`config.mk`:
```
export PLATFORM = sky130hd
export DESIGN_NAME = rvv_backend_alu_pipe
export DESIGN_NICKNAME = d
export VERILOG_FILES = /design/src/rtl/rvv_backend_alu_pipe_pkg.sv /design/src/rtl/rvv_backend_alu_pipe_stage.sv /design/src/rtl/rvv_backend_alu_unit.sv /design/src/rtl/rvv_backend_alu_pipe.sv
export SDC_FILE = /design/constraint.sdc
export NUM_CORES = 1
export LEC_CHECK = 0
export ABC_AREA = 1
export ABC_CLOCK_PERIOD_IN_PS = 15300
export CAP_MARGIN = 20
export CELL_PAD_IN_SITES_DETAIL_PLACEMENT = 1
export CELL_PAD_IN_SITES_GLOBAL_PLACEMENT = 1
export CORE_MARGIN = 3
export CORE_UTILIZATION = 35
export DETAILED_ROUTE_END_ITERATION = 8
export GPL_TIMING_DRIVEN = 0
export HOLD_SLACK_MARGIN = 0.06
export PLACE_DENSITY = 0.78
export SLEW_MARGIN = 20
export SYNTH_ARGS = -nofsm -noshare
export SYNTH_HDL_FRONTEND = slang
export SYNTH_SLANG_ARGS = --single-unit
```
`constraint.sdc`:
```
create_clock -name clk -period 15.3 [get_ports clk]
set_input_delay 1.53 -clock clk [delete_from_list [all_inputs] [get_ports clk]]
set_output_delay 1.53 -clock clk [all_outputs]
set_load 0.01 [all_outputs]
```
`src/rtl/rvv_backend_alu_pipe_pkg.sv`:
```
// Shared types for the RVV ALU issue pipeline: RS uop, ROB result, stage bundle.
// Lane count defaults to `NUM_ALU; the optional flush port is RVV_ALU_PIPE_FLUSH_EN.
`ifndef NUM_ALU
`define NUM_ALU 2
`endif

package rvv_backend_alu_pipe_pkg;

  localparam int LANES_MAX = 4;
  localparam int ROB_W     = 5;

  typedef enum logic [2:0] {
    ALU_ADD,
    ALU_SUB,
    ALU_AND,
    ALU_OR,
    ALU_XOR,
    ALU_SLL,
    ALU_SRL,
    ALU_MAXU
  } alu_op_e;

  typedef struct packed {
    logic [ROB_W-1:0] rob_entry;
    alu_op_e          op;
    logic [31:0]      vs1;
    logic [31:0]      vs2;
  } ALU_RS_t;

  typedef struct packed {
    logic [ROB_W-1:0] rob_entry;
    logic [31:0]      w_data;
  } PU2ROB_t;

  // Sized for the widest legal group; unused upper lanes stay zero.
  typedef struct packed {
    logic [LANES_MAX-1:0]    lane_vld;
    PU2ROB_t [LANES_MAX-1:0] res;
  } ALU_PIPE_STAGE_t;

  function automatic logic is_prefix(input logic [LANES_MAX-1:0] m);
    return (m & (m + LANES_MAX'(1))) == '0;
  endfunction

  function automatic logic is_contig(input logic [LANES_MAX-1:0] m);
    logic [LANES_MAX-1:0] f;
    f = m | (m - LANES_MAX'(1));
    return (m == '0) || (((f + LANES_MAX'(1)) & m) == '0);
  endfunction

endpackage

```
`src/rtl/rvv_backend_alu_pipe_stage.sv`:
```
// One stall-able pipeline stage: load a group, hold it, or drop retired lanes.
// Lane valids reset synchronously; payload is data-only and never reset.
module rvv_backend_alu_pipe_stage
  import rvv_backend_alu_pipe_pkg::*;
(
  input  logic                 clk,
  input  logic                 rst_n,
  input  logic                 clr_i,
  input  logic                 load_i,
  input  logic [LANES_MAX-1:0] drop_i,
  input  ALU_PIPE_STAGE_t      d_i,
  output ALU_PIPE_STAGE_t      q_o
);

  logic [LANES_MAX-1:0]    vld_q;
  logic [LANES_MAX-1:0]    vld_d;
  PU2ROB_t [LANES_MAX-1:0] res_q;

  always_comb begin
    vld_d = vld_q & ~drop_i;
    if (load_i) vld_d = d_i.lane_vld;
    if (clr_i) vld_d = '0;
  end

  always_ff @(posedge clk) begin
    if (!rst_n) vld_q <= '0;
    else vld_q <= vld_d;
  end

  always_ff @(posedge clk) begin
    if (load_i) res_q <= d_i.res;
  end

  assign q_o.lane_vld = vld_q;
  assign q_o.res      = res_q;

endmodule

```
`src/rtl/rvv_backend_alu_unit.sv`:
```
// Single-lane combinational ALU: vd = vs2 op vs1.
// Result valid simply follows the issue valid.
module rvv_backend_alu_unit
  import rvv_backend_alu_pipe_pkg::*;
(
  input  logic    alu_uop_valid_i,
  input  ALU_RS_t alu_uop_i,
  output logic    result_valid_o,
  output PU2ROB_t result_o
);

  logic [31:0] a;
  logic [31:0] b;
  logic [31:0] r;

  assign a = alu_uop_i.vs2;
  assign b = alu_uop_i.vs1;

  always_comb begin
    r = '0;
    unique case (alu_uop_i.op)
      ALU_ADD:  r = a + b;
      ALU_SUB:  r = a - b;
      ALU_AND:  r = a & b;
      ALU_OR:   r = a | b;
      ALU_XOR:  r = a ^ b;
      ALU_SLL:  r = a << b[4:0];
      ALU_SRL:  r = a >> b[4:0];
      ALU_MAXU: r = (a > b) ? a : b;
      default:  r = '0;
    endcase
  end

  assign result_valid_o     = alu_uop_valid_i;
  assign result_o.rob_entry = alu_uop_i.rob_entry;
  assign result_o.w_data    = r;

endmodule

```
`src/rtl/rvv_backend_alu_pipe.sv`:
```
// ALU issue pipeline: pops in-order groups from the RS, retires to the ROB by lane.
// Define RVV_ALU_PIPE_FLUSH_EN to add the flush_rob2alu input.
module rvv_backend_alu_pipe
  import rvv_backend_alu_pipe_pkg::*;
#(
  parameter int NUM_ALU    = `NUM_ALU,
  parameter int ALU_STAGES = 2
) (
  input  logic                    clk,
  input  logic                    rst_n,
`ifdef RVV_ALU_PIPE_FLUSH_EN
  input  logic                    flush_rob2alu,
`endif
  input  logic [NUM_ALU-1:0]      alu_uop_valid_rs2ex,
  input  ALU_RS_t [NUM_ALU-1:0]   alu_uop_rs2ex,
  output logic [NUM_ALU-1:0]      pop_ex2rs,
  output logic [NUM_ALU-1:0]      result_valid_ex2rob,
  output PU2ROB_t [NUM_ALU-1:0]   result_ex2rob,
  input  logic [NUM_ALU-1:0]      result_ready_rob2alu
);

  localparam int L = ALU_STAGES - 1;

  logic flush;
`ifdef RVV_ALU_PIPE_FLUSH_EN
  assign flush = flush_rob2alu;
`else
  assign flush = 1'b0;
`endif

  ALU_PIPE_STAGE_t stg_q [ALU_STAGES];
  ALU_PIPE_STAGE_t stg_d [ALU_STAGES];
  ALU_PIPE_STAGE_t head_d;

  logic [ALU_STAGES-1:0]   occ;
  logic [ALU_STAGES-1:0]   vac;
  logic [LANES_MAX-1:0]    vld_l;
  logic [LANES_MAX-1:0]    rdy_l;
  logic [LANES_MAX-1:0]    retire;
  logic [LANES_MAX-1:0]    pop_w;
  logic [LANES_MAX-1:0]    unit_vld;
  PU2ROB_t [LANES_MAX-1:0] unit_res;
  logic                    issue_en;
  logic                    lower_ok;

  assign vld_l = stg_q[L].lane_vld;
  assign rdy_l = LANES_MAX'(result_ready_rob2alu);

  // A lane may only retire once every older lane in its group is gone.
  always_comb begin
    retire   = '0;
    lower_ok = 1'b1;
    for (int i = 0; i < LANES_MAX; i++) begin
      retire[i] = lower_ok & vld_l[i] & rdy_l[i] & ~flush;
      lower_ok  = lower_ok & (retire[i] | ~vld_l[i]);
    end
  end

  always_comb begin
    vac    = '0;
    vac[L] = ~|(vld_l & ~retire);
    for (int k = ALU_STAGES - 2; k >= 0; k--) begin
      vac[k] = ~occ[k] | vac[k+1];
    end
  end

  assign issue_en = vac[0];
  assign pop_w    = (issue_en && !flush) ?
                    LANES_MAX'(alu_uop_valid_rs2ex) : '0;

  for (genvar i = 0; i < LANES_MAX; i++) begin : g_lane
    if (i < NUM_ALU) begin : g_unit
      rvv_backend_alu_unit u_unit (
        .alu_uop_valid_i (pop_w[i]),
        .alu_uop_i       (alu_uop_rs2ex[i]),
        .result_valid_o  (unit_vld[i]),
        .result_o        (unit_res[i])
      );
    end else begin : g_pad
      assign unit_vld[i] = 1'b0;
      assign unit_res[i] = '0;
    end
  end

  assign head_d.lane_vld = pop_w;
  assign head_d.res      = unit_res;

  for (genvar k = 0; k < ALU_STAGES; k++) begin : g_stage
    if (k == 0) begin : g_head
      assign stg_d[k] = head_d;
    end else begin : g_body
      assign stg_d[k] = stg_q[k-1];
    end

    assign occ[k] = |stg_q[k].lane_vld;

    rvv_backend_alu_pipe_stage u_stage (
      .clk    (clk),
      .rst_n  (rst_n),
      .clr_i  (flush),
      .load_i (vac[k]),
      .drop_i ((k == L) ? retire : '0),
      .d_i    (stg_d[k]),
      .q_o    (stg_q[k])
    );
  end

  assign pop_ex2rs           = pop_w[NUM_ALU-1:0];
  assign result_valid_ex2rob = vld_l[NUM_ALU-1:0] & ~{NUM_ALU{flush}};
  assign result_ex2rob       = stg_q[L].res[NUM_ALU-1:0];

  logic unused_ok;
  assign unused_ok = ^{unit_vld, stg_q[L]};

`ifdef ASSERT_ON
  a_unit_vld: assert property (@(posedge clk)
    unit_vld == pop_w);
  a_prefix: assert property (@(posedge clk) disable iff (!rst_n)
    is_prefix(LANES_MAX'(alu_uop_valid_rs2ex)));
  a_suffix: assert property (@(posedge clk) disable iff (!rst_n)
    is_contig(vld_l));
  a_hold: assert property (@(posedge clk) disable iff (!rst_n)
    (!vac[L] && !flush) |=> (vld_l == $past(vld_l & ~retire)));
`endif

endmodule

```
======== Word level (Yosys, flattened, before mapping) ========
Index checks and enable logic that the tools add are counted.
word-level totals
  output and inout port bits .............. 78
  memories kept ........................... 0
  RAM bits ................................ 0
  word-level logic and storage cells ...... 60
  input bits .............................. 150
  bits in read-only memories .............. 0
  register bits after elaboration ......... 156
  bits in latches ......................... 0
cells by class
  multiplexer cells ....................... 6
  $add $sub $neg .......................... 4
  $lt $le $gt $ge ......................... 2
  reduce and logical (&&, ||, !) cells .... 5
  multiply operators ...................... 0
  bitwise gates (word level) .............. 15
  div/mod/pow operators ................... 0
  equal/unequal tests ..................... 14
  shift operators ......................... 4
operators with widths
  cell                                                              number
  32-bit one-hot mux with 8 select lines                            2
  32-bit adder                                                      2
  32-bit bitwise AND                                                2
  32-bit > comparator                                               2
  32-bit two-way mux                                                2
  32-bit bitwise OR                                                 2
  32-bit by 5-bit left shift with 32-bit output                     2
  32-bit by 5-bit right shift with 32-bit output                    2
  32-bit subtractor                                                 2
  32-bit XOR                                                        2
  3-bit == test (second input constant)                             8
  3-bit by 2-bit == test with 1-bit output (second input constant)  4
  4-bit OR reduction                                                2
  3-bit by 1-bit == test with 1-bit output (second input constant)  2
  3-bit zero test                                                   2
  4-bit bitwise AND                                                 1
  4-bit two-way mux                                                 1
  2-bit NOT with 4-bit output                                       1
  1-bit bitwise AND                                                 3
  2-bit two-way mux                                                 1
  1-bit NOT                                                         2
  1-bit bitwise OR                                                  2
  1-bit zero test                                                   1

======== Longest topological paths before layout ========
  word-level depth ........................ 10
  depth in mapped cells ................... 20
  mapped depth without buffers ............ 16

======== Hierarchy ========
From an unflattened synthesis, not the netlist that was laid out.
second synthesis, totals
  cells, all modules ...................... 4530
  area total of the unflattened synthesis .. 30080.1 sq um
by module, submodules not included
  module                      instances  cells an instance  sequential area each (sq um)  area each (sq um)
  rvv_backend_alu_unit        2          2075               0.0                           10356.2
  rvv_backend_alu_pipe_stage  2          179                4524.3                        4631.9
  rvv_backend_alu_pipe        1          22                 0.0                           103.8

======== Worst setup path before layout ========
No wires, ideal clock.
  path type ............................... register -> output
  start ................................... reg g_stage[0].u_stage.vld_q[0]
  end ..................................... out pop_ex2rs[0]
  cell stages (with the launch flop) ...... 5
  required time ........................... 13.770 ns
  arrival ................................. 6.206 ns
  path buffers ............................ 1
  slack ................................... 7.564 ns
  cell sequence ........................... dfxtp_1 -> o21ai_0 -> nand2_1 -> inv_1 -> buf_4
on the way
  longest elaborated chain between the ends .. 4
ends and longest elaborated chain
  item                    RTL line                          source
  start, declared         rvv_backend_alu_pipe_stage.sv:15  logic [LANES_MAX-1:0] vld_q;
  start signal, assigned  rvv_backend_alu_pipe_stage.sv:27  else vld_q <= vld_d;
  4-bit OR reduction      rvv_backend_alu_pipe.sv:95        assign occ[k] = |stg_q[k].lane_vld;
  1-bit NOT               rvv_backend_alu_pipe.sv:63        vac[k] = ~occ[k] | vac[k+1];
  1-bit bitwise OR        rvv_backend_alu_pipe.sv:63
  2-bit two-way mux       rvv_backend_alu_pipe.sv:68        assign pop_w = (issue_en && !flush) ?
  end, declared           rvv_backend_alu_pipe.sv:16        output logic [NUM_ALU-1:0] pop_ex2rs,
No other way between the ends.

======== Worst setup path after layout ========
  start ................................... in alu_uop_rs2ex[107] (netlist bit)
  end ..................................... reg g_stage[0].u_stage.res_q, in the netlist g_stage[0].u_stage.q_o[66] (data pin)
on the way
  longest elaborated chain between the ends .. 3
  elaborated cells between the ends (all ways) .. 7
  those cells by class .................... 2 x add/sub; 1 x order compare; 2 x shift; 2 x mux
ends and longest elaborated chain
  item                                      RTL line                          source
  start, declared                           rvv_backend_alu_pipe.sv:15        input ALU_RS_t [NUM_ALU-1:0] alu_uop_rs2ex,
  32-bit > comparator                       rvv_backend_alu_unit.sv:29        ALU_MAXU: r = (a > b) ? a : b;
  32-bit two-way mux                        rvv_backend_alu_unit.sv:29
  32-bit one-hot mux with 8 select lines *  rvv_backend_alu_unit.sv:21        unique case (alu_uop_i.op)
  net g_lane[1].g_unit.u_unit.r[29]         rvv_backend_alu_unit.sv:14        logic [31:0] r;
  end signal, assigned                      rvv_backend_alu_pipe_stage.sv:31  if (load_i) res_q <= d_i.res;
  end, declared                             rvv_backend_alu_pipe_stage.sv:17  PU2ROB_t [LANES_MAX-1:0] res_q;
Mark *: on every way through the listed nets, which the timed path passes. The rest lies on a longest branch.
A chain may end at the register's enable or synchronous reset.

==> results.md <==
* Gr ovfl total at 0
* Setup TNS at 0 ps
* Worst min-delay path class: reg -> reg
* Mapped cell area at 0.0251 mm2
* Setup Skew at roughly 36 ps
* Crit path time final at a little under 6000 ps
* Slew HR at between 20% and 30%
* Final hold violations at 0
* Storage cell area at roughly 0.0045 mm2
* Routed WL at 162,000 um
* Fin crit share at 38.5%
* Distinct cells, synth at 53
* FF-to-FF Start: g_stage[1].u_stage.vld_q[0]
* Area of the multi-input gates at about 0.017 mm2
* Port buffer count at ~220
* Syn_area_per_cell at a little under 6 um2
* FF-to-FF path depth at 8
* Fraction of registers with async set/reset at 0%
* CORE AREA at 0.0706 mm2
* Drt pass-1 iters at 6
* Crit start category: input pin
* Die area at 0.0751 mm2
* Postcts setup bufs at 0
* Dpl cell area at around 0.029 mm2
* Net Count, Synth at between 4,000 and 5,000
* Row cnt at 97
* Max-slew violations at 0
* Hold Slack at about 420 ps
* Sinks on Clock Net at about 150
* First-pass GRT wire length at 226,000 um
* Hold_buf cts at 0
* Width of the die at between 200 and 300 um
* Placed cells at 5,471
* CP arrival at 6070 ps
* Routed via count at about 34,000
* Fmax at 170 MHz
* Worst-Margin Slew at 1090 ps
* RSZ-0062 raised after global routing: no
* Max Cap Violations at 0
* Layout cells sized above 1 at a little under 6%
* Reg clk slew, reported paths at 100 ps
* Reg2reg end: g_stage[1].u_stage.q_o[37]
* Design area at 0.0293 mm2
* Vias in the first global route at 31,918
* Seq cells post-synth at about 150
* Hold Path Origin: g_stage[0].u_stage.q_o[3]
* Top Ports at 228
* Hpwl dp at approximately 130,000 um
* Largest net degree at the start of global routing at 44
* CTS tree: yes
* CTS Buf Count at 17
* Vias/cell at 6.10
* CTS Buffer Depth at 2
* Critical path required time at roughly 15,000 ps
* Leak at about 14 nW
* WHS Endpoint: g_stage[1].u_stage.q_o[3]
* EDFF count, synth at roughly 150
* Mapped Cells at around 4,300
* All-Layer GR Usage at a little over two fifths
* CTS Root Buffer Type: clkbuf_16
* Yosys warns at 0
* Final nets at a little under 5,000
* Max VDD drop at 0.0864 mV
* CTS H-tree depth at 4
* Main flop type after synthesis: edfxtp_1
* Worst Setup Path Type: in -> reg
* Status: complete, no violations
* Register-to-Register Setup Slack at 13,270 ps
* Max FO, Critical Path at 11
* Ratio of total power to cell area at ~73 mW/mm2
* Iter 0 DRT Violations at ~4,500
* Die outline height at 274 um
* Final Setup Violations at 0
* CP Capture Type: register
* Register area share after synthesis at 18.0%
* Quantity of gates resized following cts at 0
* Fillers at approximately 10,000
* WHS Path Cells at 0
* Wire length per cell at ~29 um
* Syn-to-layout area delta at 16.6%
* Fin cells at approximately 5,500
* GP Congestion at 1.06
* Antenna viol nets, final at 0
* Initial antenna violation count at 6
* Initial Util at a little over a third
* DR DRC count at 0
* Skew-Pair Late Insertion Delay at roughly 520 ps
## sequential cells by signal, indices dropped and copies added, names as in the netlist
register	flops
g_stage.u_stage.q_o	148
g_stage.u_stage.vld_q	4
## per-stage QoR
stage / setup slack [ps] / power [mW] / util (%)
after global placement: 2870 / 1.61 / 40.4
final: 9400 / 2.14 / 41.5
after floorplan: 7560 / 1.14 / -
after detailed placement: 9110 / 1.62 / 40.6
after CTS: 9680 / 2.10 / 41.5
after global routing: 9270 / 2.22 / 41.5
## logic make-up (layout without fill, tap and decap cells)
| family | Yosys count | in the layout | synth area share, % |
|---|---|---|---|
| AO/OA/AOI/OAI | 544 | 544 | 12.5 |
| XOR/XNOR | 24 | 24 | 0.836 |
| adder cells (fa/ha/maj) | 198 | 198 | 9.98 |
| buffers and inverters | 776 | 1037 | 12.6 |
| flip-flops | 152 | 152 | 18.0 |
| multiplexers | 5 | 5 | 0.199 |
| other | 0 | 2 | 0 |
| AND/OR/NAND/NOR | 2603 | 2603 | 45.8 |
## critical path, cell delays in order
cell             delay [ps]
clkdlybuf4s50_1         530
inv_2                   220
clkbuf_1                520
clkbuf_1                770
ha_1                    390
buf_6                   160
nor2_4                  150
nand2_1                  70
nand2_1                 160
nand2_1                  90
nand2_2                 150
nand2_2                  80
nand2_1                  60
nand2_1                  60
nand2_2                 150
buf_2                   400
nand3_1                 120
nand3_1                 220
nand4_1                 230
## layout by cell type, fill, tap and decap left out, types with 100 or more instances in the layout
master           count
nand3_1            867
nand2_1           1178
edfxtp_1           148
nor2_1             356
o21ai_0            136
ha_1               194
a21oi_1            235
inv_1              541
clkdlybuf4s50_1    224
buf_2              100
## layout make-up
cell class | instances | area share, %
Multi-Input combinational cell | 3374 | 59.5
Sequential cell | 152 | 15.4
Timing Repair Buffer | 229 | 8.12
Inverter | 557 | 7.14
Tap cell | 940 | 4.01
Buffer | 219 | 3.70
Clock buffer | 17 | 1.45
Clock inverter | 15 | 0.606
Antenna cell | 2 | 0.0171
## how the worst max path moves through the flow
stage                                           start                    endpoint  slack [ps]  depth (start not counted)
after detailed placement           alu_uop_rs2ex[107]  g_stage[0].u_stage.q_o[62]        9110                         19
after floorplan           g_stage[0].u_stage.vld_q[0]                pop_ex2rs[0]        7560                          4
after CTS                          alu_uop_rs2ex[107]  g_stage[0].u_stage.q_o[62]        9680                         19
after global routing               alu_uop_rs2ex[107]  g_stage[0].u_stage.q_o[62]        9270                         19
after global placement    g_stage[0].u_stage.vld_q[0]                pop_ex2rs[1]        2870                          5
final                              alu_uop_rs2ex[107]  g_stage[0].u_stage.q_o[66]        9400                         19
## power breakdown
part	total [mW]	switching, mW	leakage, nW	internal [mW]
combinational	1.10	0.767	12.4	0.329
clock	0.473	0.253	0.290	0.221
sequential	0.570	0.0219	1.63	0.549
## layer usage
layer | wire length [um] | share of wire, % | vias to the layer above | GRT usage, %
li1 | - | - | 14714 | -
met1 | 72800 | 45 | 16465 | 61.6
met2 | 62800 | 39 | 2117 | 58.0
met3 | 21900 | 14 | 262 | 13.9
met4 | 4530 | 2.8 | 8 | 10.8
met5 | 119 | 0.073 | - | 0.789
## cells in the mapped netlist, types with 4 or more instances
master / instances / area (um2)
nand2_1: 1178 / 4420
nand3_1: 867 / 4340
inv_1: 542 / 2030
nor2_1: 356 / 1340
a21oi_1: 235 / 1180
ha_1: 194 / 2430
edfxtp_1: 148 / 4440
o21ai_0: 137 / 686
buf_2: 100 / 500
clkbuf_1: 69 / 259
nand4_1: 64 / 400
o211ai_1: 40 / 300
o21bai_1: 33 / 248
o22ai_1: 29 / 181
nor3_1: 28 / 140
xor2_1: 24 / 210
buf_4: 22 / 165
buf_1: 20 / 75.1
nor2_2: 19 / 119
o21a_1: 19 / 143
nand2_2: 14 / 87.6
nand3b_1: 14 / 105
inv_2: 13 / 48.8
nor2_4: 13 / 146
a221oi_1: 12 / 105
and2_1: 12 / 75.1
a21oi_2: 10 / 87.6
nand3_2: 9 / 90.1
o221ai_1: 9 / 78.8
buf_6: 7 / 78.8
a211oi_1: 6 / 45.0
nor4_1: 6 / 37.5
and3_1: 5 / 31.3
mux2i_1: 5 / 50.1
a31oi_1: 4 / 25.0
dfxtp_1: 4 / 80.1
fa_1: 4 / 80.1
or2_2: 4 / 25.0
No activity file was read; power rests on OpenSTA's default activity.
